--- src/rtl/imem_loader_pkg.sv ---
// ============================================================================
//  Module      : imem_loader_pkg
//  Description : Shared types and constants for the instruction-memory
//                boot loader (FSM state and error code encodings).
//  Revision    : 1.0 - initial release
// ============================================================================
`default_nettype none

package imem_loader_pkg;

    // Default instruction memory size in bytes
    localparam int IMEM_BYTES = 1241;

    // Loader sequencing states
    typedef enum logic [2:0] {
        IDLE   = 3'd0,
        LEN_LO = 3'd1,
        LEN_HI = 3'd2,
        DATA   = 3'd3,
        CHECK  = 3'd4,
        DONE   = 3'd5,
        ERR    = 3'd6
    } loader_state_t;

    // Reason reported on err_code when a load aborts
    typedef enum logic [1:0] {
        ERR_NONE    = 2'd0,
        ERR_LEN     = 2'd1,
        ERR_CHK     = 2'd2,
        ERR_TIMEOUT = 2'd3
    } err_code_t;

endpackage

`default_nettype wire

--- src/rtl/imem_loader.sv ---
// ============================================================================
//  Module      : imem_loader
//  Description : Boot-time instruction memory programmer. Receives a framed
//                byte stream (LEN_LO, LEN_HI, payload, XOR checksum) and
//                writes the payload to consecutive byte addresses, holding
//                the CPU in stall until a load completes with a good checksum.
//  Revision    : 1.0 - initial release
// ============================================================================
`default_nettype none

module imem_loader
    import imem_loader_pkg::*;
#(
    parameter int MEM_BYTES      = IMEM_BYTES,
    parameter int BASE_ADDR      = 0,
    parameter int TIMEOUT_CYCLES = 65535
) (
    input  logic        clk,
    input  logic        reset_n,
    input  logic        start,
    input  logic        rx_valid,
    input  logic [7:0]  rx_data,
    output logic        rx_ready,
    output logic        mem_we,
    output logic [31:0] mem_addr,
    output logic [7:0]  mem_wdata,
    output logic        cpu_hold,
    output logic        done,
    output logic        err,
    output logic [1:0]  err_code,
    output logic [15:0] byte_count
);

    // Idle-counter value at which the next idle cycle triggers a timeout
    localparam logic [15:0] c_tmo_last = 16'(TIMEOUT_CYCLES - 1);
    localparam logic [31:0] c_base     = 32'(BASE_ADDR);
    localparam logic [31:0] c_mem      = 32'(MEM_BYTES);

    loader_state_t r_state;
    err_code_t     r_err_code;
    logic          r_rx_ready;
    logic          r_mem_we;
    logic [31:0]   r_mem_addr;
    logic [7:0]    r_mem_wdata;
    logic          r_cpu_hold;
    logic          r_done;
    logic          r_err;
    logic [15:0]   r_byte_count;
    logic [15:0]   r_len;
    logic [7:0]    r_len_lo;
    logic [7:0]    r_chk;
    logic [15:0]   r_tmo;

    logic          w_accept;
    logic          w_timed;
    logic          w_timeout;
    logic [15:0]   w_len_n;
    logic          w_len_too_big;
    logic          w_last_data;

    assign w_accept      = rx_valid && r_rx_ready;
    assign w_timed       = (r_state == LEN_HI) || (r_state == DATA) || (r_state == CHECK);
    // An accepted byte in the same cycle always beats the timeout
    assign w_timeout     = w_timed && !w_accept && (r_tmo == c_tmo_last);
    assign w_len_n       = {rx_data, r_len_lo};
    // Checking the end address up front keeps every write inside the memory
    assign w_len_too_big = (c_base + {16'd0, w_len_n}) > c_mem;
    assign w_last_data   = (r_byte_count + 16'd1) == r_len;

    // Loader FSM with registered handshake, write port and status outputs
    always_ff @(posedge clk or negedge reset_n) begin
        if (!reset_n) begin
            r_state      <= IDLE;
            r_err_code   <= ERR_NONE;
            r_rx_ready   <= 1'b0;
            r_mem_we     <= 1'b0;
            r_mem_addr   <= 32'd0;
            r_mem_wdata  <= 8'd0;
            r_cpu_hold   <= 1'b1;
            r_done       <= 1'b0;
            r_err        <= 1'b0;
            r_byte_count <= 16'd0;
            r_len        <= 16'd0;
            r_len_lo     <= 8'd0;
            r_chk        <= 8'd0;
            r_tmo        <= 16'd0;
        end else begin
            // Write strobe is a single-cycle pulse
            r_mem_we <= 1'b0;

            // Idle counter: cleared by acceptance or on firing, else counts
            if (w_timed) begin
                if (w_accept || w_timeout) begin
                    r_tmo <= 16'd0;
                end else begin
                    r_tmo <= r_tmo + 16'd1;
                end
            end

            case (r_state)
                IDLE, DONE, ERR: begin
                    if (start) begin
                        r_state      <= LEN_LO;
                        r_rx_ready   <= 1'b1;
                        r_cpu_hold   <= 1'b1;
                        r_done       <= 1'b0;
                        r_err        <= 1'b0;
                        r_err_code   <= ERR_NONE;
                        r_byte_count <= 16'd0;
                        r_chk        <= 8'd0;
                        r_tmo        <= 16'd0;
                    end
                end

                LEN_LO: begin
                    if (w_accept) begin
                        r_len_lo <= rx_data;
                        r_state  <= LEN_HI;
                    end
                end

                LEN_HI: begin
                    if (w_accept) begin
                        r_len <= w_len_n;
                        if (w_len_too_big) begin
                            r_state    <= ERR;
                            r_rx_ready <= 1'b0;
                            r_err      <= 1'b1;
                            r_err_code <= ERR_LEN;
                        end else if (w_len_n == 16'd0) begin
                            r_state <= CHECK;
                        end else begin
                            r_state <= DATA;
                        end
                    end
                end

                DATA: begin
                    if (w_accept) begin
                        r_mem_we     <= 1'b1;
                        r_mem_addr   <= c_base + {16'd0, r_byte_count};
                        r_mem_wdata  <= rx_data;
                        r_byte_count <= r_byte_count + 16'd1;
                        r_chk        <= r_chk ^ rx_data;
                        if (w_last_data) begin
                            r_state <= CHECK;
                        end
                    end
                end

                CHECK: begin
                    if (w_accept) begin
                        r_rx_ready <= 1'b0;
                        if (rx_data == r_chk) begin
                            r_state    <= DONE;
                            r_done     <= 1'b1;
                            r_cpu_hold <= 1'b0;
                        end else begin
                            r_state    <= ERR;
                            r_err      <= 1'b1;
                            r_err_code <= ERR_CHK;
                        end
                    end
                end

                default: begin
                    r_state    <= IDLE;
                    r_rx_ready <= 1'b0;
                end
            endcase

            // Timeout overrides the per-state branch; any write already
            // registered in the previous cycle still completes
            if (w_timeout) begin
                r_state    <= ERR;
                r_rx_ready <= 1'b0;
                r_err      <= 1'b1;
                r_err_code <= ERR_TIMEOUT;
            end
        end
    end

    assign rx_ready   = r_rx_ready;
    assign mem_we     = r_mem_we;
    assign mem_addr   = r_mem_addr;
    assign mem_wdata  = r_mem_wdata;
    assign cpu_hold   = r_cpu_hold;
    assign done       = r_done;
    assign err        = r_err;
    assign err_code   = r_err_code;
    assign byte_count = r_byte_count;

endmodule

`default_nettype wire

--- config.mk ---
export PLATFORM = sky130hd
export DESIGN_NAME = imem_loader
export DESIGN_NICKNAME = d
export VERILOG_FILES = /design/src/rtl/imem_loader_pkg.sv /design/src/rtl/imem_loader.sv
export SDC_FILE = /design/constraint.sdc
export NUM_CORES = 1
export LEC_CHECK = 0
export CAP_MARGIN = 20
export CORE_MARGIN = 2
export CORE_UTILIZATION = 30
export CTS_CLUSTER_DIAMETER = 40
export DETAILED_ROUTE_END_ITERATION = 12
export PLACE_DENSITY_LB_ADDON = 0.25
export SYNTH_ARGS = -nofsm -noshare
export SYNTH_HDL_FRONTEND = slang
export SYNTH_SLANG_ARGS = --single-unit
--- constraint.sdc ---
create_clock -name clk -period 3.09 [get_ports clk]
set_clock_uncertainty 0.1 [all_clocks]
set_input_delay 0.309 -clock clk [delete_from_list [all_inputs] [get_ports clk]]
set_output_delay 0.309 -clock clk [all_outputs]
set_load 0.1 [all_outputs]
* Word level (Yosys, flattened, before mapping)
Index checks and enable logic that the tools add are counted.
** Cells by class
- $add $sub $neg :: 2
- $lt $le $gt $ge :: 1
- Equality and inequality tests :: 22
- Muxes and demuxes :: 49
- Bitwise gates (word level) :: 1
- Reductions and logical operators :: 22
** Operator list (count)
- two-way mux 16 bit :: 6
- adder 16 x 1 -> 16 bit, second input constant :: 2
- case mux 16 bit (2 select lines) :: 1
- two-way mux 3 bit :: 9
- != test 3 bit, second input constant :: 8
- two-way mux 1 bit :: 17
- == test 16 bit :: 1
- == test 16 bit, second input constant :: 1
- > comparator 16 x 11 -> 1 bit, second input constant :: 1
- zero test 16 bit :: 1
- two-way mux 8 bit :: 2
- case mux 8 bit (2 select lines) :: 1
- case mux 3 bit (5 select lines) :: 1
- two-way mux 2 bit :: 7
- AND reduction 6 bit :: 2
- == test 3 bit, second input constant :: 3
- == test 8 bit :: 1
- bitwise XOR 8 bit :: 1
- == test 3 x 2 -> 1 bit, second input constant :: 2
- != test 2 bit, second input constant :: 3
- case mux 2 bit (3 select lines) :: 1
- AND reduction 2 bit :: 3
- AND reduction 5 bit :: 1
- != test 2 x 1 -> 1 bit, second input constant :: 2
- other kinds (14) :: 20
** Storage, ports and cells
- Register bits after elaboration :: 98
- Input port bits :: 12
- Output and inout bits :: 63
- Logic and storage cells :: 111

* Depth between registers and ports, before layout
- Depth after elaboration :: 10
- Gate-level depth with buffers :: 8
- Mapped depth without buffers :: 8

* Least setup slack after synthesis
Ideal clock, no wire load.
- Path type :: reg2reg
- Start point :: reg r_byte_count[0] (netlist: byte_count[0])
- End point :: reg r_state[0]
- Library setup time :: 0.079 ns
- Arrival time :: 3.124 ns
- Required time :: 2.911 ns
- Setup slack :: -0.213 ns
- Cell stages (with the launch flop) :: 9
- Buffers on the path :: 0
- Period minus slack after synthesis :: 3.303 ns
- Cell sequence :: dfrtp_1 ha_1 nand4_1 or4_2 xnor2_1 nor3_1 nand4_1 o31ai_4 mux2i_1
** Between the ends
- Word-level cells in the longest chain between the ends :: 4
** RTL lines
- start: declaration :: line imem_loader.sv:48 : logic [15:0] r_byte_count;
- start signal: assignment :: line imem_loader.sv:143 : r_byte_count <= r_byte_count + 16'd1;
- adder 16 x 1 -> 16 bit :: line imem_loader.sv:68 : assign w_last_data = (r_byte_count + 16'd1) == r_len;
- == test 16 bit :: line imem_loader.sv:68
- != test 3 bit (no source line)
- AND reduction 6 bit (no source line)
- end signal: assignment :: line imem_loader.sv:73 : r_state <= IDLE;
- end signal: assignment :: line imem_loader.sv:103 : r_state <= LEN_LO;
- end signal: assignment :: line imem_loader.sv:118 : r_state <= LEN_HI;
- end: declaration :: line imem_loader.sv:39 : loader_state_t r_state;
Every way passes these cells.
A chain may end at the register's enable or synchronous reset.

* Worst setup path after layout
Ends and elaborated chain as after synthesis.

==> results by group <==
Min path
  • HP Start: mem_addr[5]
  • Hold Crit Class: reg2reg
  • Worst hold path depth: 2
  • Endpoint, Worst Hold: mem_addr[5]

Yosys
  • Post-Syn Instances: 544
  • Multiplexer share of the synthesized area: 0.0644
  • Simple-Gate Fraction of Synth Area: 0.200
  • Biggest area consumer among synthesized cells: dfrtp_1
  • Post-synthesis compound-gate area fraction: 0.113
  • Number of synthesized flops with an enable pin: 0
  • Largest family of logic cells by synthesized area: simple AND/OR/NAND/NOR gates
  • Synth Area in XOR/XNOR: 0.0766
  • Ys async rst share: 1.00
  • Seq/Total Area, Yosys: 0.477
  • Post-synthesis adder-cell area fraction: 0.00729
  • Prevailing post-synth register cell: dfrtp_1
  • Synth Register Bits: 98
  • Synth unique cells: 53
  • Top post-synthesis cells by count: 98 x nand2_1, 97 x dfrtp_1, 59 x nor2_1, 52 x o21ai_0, 30 x xnor2_1
  • Most area-consuming cells after synthesis: dfrtp_1 47%, nand2_1 7.1%, mux2_2 5.5%, xnor2_1 5.1%, o21ai_0 5.1%
  • Count leader, synth: nand2_1
  • Share of Yosys cell area claimed by the top area cell type: 0.472
  • Synth Area per Inst: 9.46 µm²
  • Yosys warning total: 0
  • Cell Area, Synth: 5150 µm²

Floorplan
  • Starting Density: 0.308
  • Core footprint: 16700 µm²
  • Die footprint: 18200 µm²
  • Chip height: 135 µm
  • Placement Rows: 47
  • Num ports: 75
  • Die width: 135 µm

Place
  • DPL Wire Length: 8.61 mm
  • Placer Congestion: 0.813
  • Post-place setup slack: 257 ps
  • I/O Buffers: 58
  • Placed Instance Area: 5750 µm²

STA
  • Final Max Tran Viols: 0
  • RSZ-0062 raised after global routing: no
  • Final setup margin: 297 ps
  • Fmax: 358 MHz
  • Setup violations, final: 0
  • Worst hold margin: 376 ps
  • Rel. slew slack: 0.584
  • Fin crit share: 0.904
  • Min Tclk post-route: 2790 ps
  • Worst Tran Pin Value: 624 ps
  • Setup TNS: 0 ps
  • Final hold vios: 0

Cells and area
  • Post-layout util: 0.363
  • N_diodes: 0
  • Share of cells above drive strength 1: 0.197
  • Multi-input logic area: 2440 µm²
  • Final Instance Area: 6060 µm²
  • Nets: 613
  • # fillers: 1708
  • FF+latch area: 2460 µm²
  • Area Growth Syn to Fin: 17.7%

Route
  • DRT iter0 DRCs: 257
  • TritonRoute pass-1 iters: 4
  • Routed WL per cell: 14.8 µm
  • Routed wire length: 12.2 mm
  • Drt via density: 4.82
  • Overall via count from detail_route: 3970
  • Antenna-violating nets left: 0
  • Remaining routing DRC violations: 0

Power and ir drop
  • LEAKAGE: 2.75 nW
  • Sw Ratio: 0.445
  • Logic pwr share: 0.427
  • Clock Power Share: 0.213
  • P_sw: 2.36 mW
  • Part of the power in registers: 0.361
  • Internal: 2.94 mW
  • Peak supply drop: 0.462 mV
  • Pwr Density: 874 nW/µm²

CTS
  • Root Driver: clkbuf_16
  • CTS tree: done
  • Clock tree sinks: 98
  • Worst skew pair latency: 360 ps
  • Clock Path Buffers: 2
  • CTS H-tree lvls: 3
  • # resized after CTS: 0
  • TritonCTS Buffers: 9
  • Clk slew on worst S/H paths: 70 ps

Setup path
  • Setup crit end kind: flop
  • R2R depth: 8
  • Setup slack, reg-to-reg: 300 ps
  • Critical Path AT: 2970 ps
  • Crit Path Category: reg2reg
  • CP Max Fanout: 7
  • Startpoint types: flop
  • Worst path required time: 3270 ps
  • Worst R2R End: r_state[0]
  • Reg2Reg Launch Point: byte_count[0]

Global route
  • Maximum number of pins on one net before global-route repair: 55
  • GRT overflow: 0
  • GRT Total Usage: 0.144
  • First-pass GRT wire length: 20.6 mm
  • Initial antenna violation count: 0
  • Vias in the first global route: 3807

Run status
  • Status: finished, final reports clean

Flow run
  • Max_cap viols: 0
==> critical path, cell delays in order (launching register included) <==
cell     delay (ps)
dfrtp_2         440
ha_1            260
nand4_1         200
or4_2           650
xnor2_1         160
nor3_1          170
nand4_1         170
o31ai_4         360
mux2i_1         210
==> power groups by stage <==
stage / Clock [mW] / Sequential (mW) / Combinational [mW]
6_report: 1.13 / 1.91 / 2.26
5_1_grt: 1.22 / 1.96 / 2.44
4_1_cts: 1.17 / 1.91 / 2.28
3_5_place_dp: 0 / 1.93 / 2.27
3_3_place_gp: 0 / 1.92 / 2.25
2_1_floorplan: 0 / 2.48 / 1.21
==> repair_timing <==
| item | CTS | global route |
|---|---|---|
| hold buffers | 1 | 0 |
| hold endpoints to repair | 45 | 0 |
| setup buffers | 0 | 1 |
| setup endpoints to repair | 0 | 1 |
==> sequential cells by signal (all words and copies together), names as in the netlist, 2 cells and up <==
register and flops:
r_len_lo 8, mem_addr 16, byte_count 16, r_len 16
r_chk 8, r_state 3, r_tmo 16, err_code 2
mem_wdata 8
==> final cells by class <==
| class | instances | share of cell area |
|---|---|---|
| Timing Repair Buffer | 69 | 0.0921 |
| Multi-Input combinational cell | 412 | 0.402 |
| Clock buffer | 11 | 0.0417 |
| Tap cell | 220 | 0.0454 |
| Sequential cell | 98 | 0.406 |
| Clock inverter | 5 | 0.00743 |
| Inverter | 8 | 0.00495 |
==> layout by cell type, fill, tap and decap left out, types with 4 or more instances in the layout <==
cell type        synthesis  layout
nand2_1                 98      98
dfrtp_1                 97      91
nor2_1                  59      59
buf_4                   17      57
o21ai_0                 52      52
xnor2_1                 30      30
mux2_2                  25      25
conb_1                   1      16
nand3_1                 16      15
xor2_1                  15      15
a21oi_1                 14      14
nand4_1                 12      12
clkdlybuf4s50_1          0      10
o31ai_1                  9       9
clkbuf_16                0       9
nor3_1                   8       8
inv_1                    6       6
and3_1                   6       6
dfrtp_2                  0       6
mux2i_1                  5       5
and2_1                   4       4
==> metal layers <==
layer,up-vias,track usage,part of all wire
li1,1946,-,-
met1,1932,0.211,0.50
met2,79,0.208,0.44
met3,13,0.0255,0.039
met4,0,0.0613,0.019
met5,-,0,0
==> worst max-delay path by stage <==
stage	start	endpoint	slack [ps]	depth (start not counted)
final	byte_count[0]	r_state[0]	300	8
after global routing	byte_count[0]	r_state[0]	50	8
after CTS	byte_count[0]	r_state[0]	230	8
after detailed placement	byte_count[0]	r_state[0]	260	8
after global placement	byte_count[0]	r_state[0]	330	8
after floorplan	byte_count[9]	r_state[0]	3	7
==> cell families after synthesis <==
group                      Yosys count
DFF                                 98
and+or+nand+nor                    222
buffers and inverters               49
AOI/OAI and AO/OA                   96
other                                1
xor gates and xnor gates            45
muxes                               30
adders and majority gates            3
==> per-stage QoR <==
stage	power (mW)	std cells
after detailed placement	4.20	805
after floorplan	3.68	559
final	5.30	823
after global placement	4.17	805
after CTS	5.35	822
after global routing	5.63	823
Note: power is estimated with default switching activity, not from simulation.
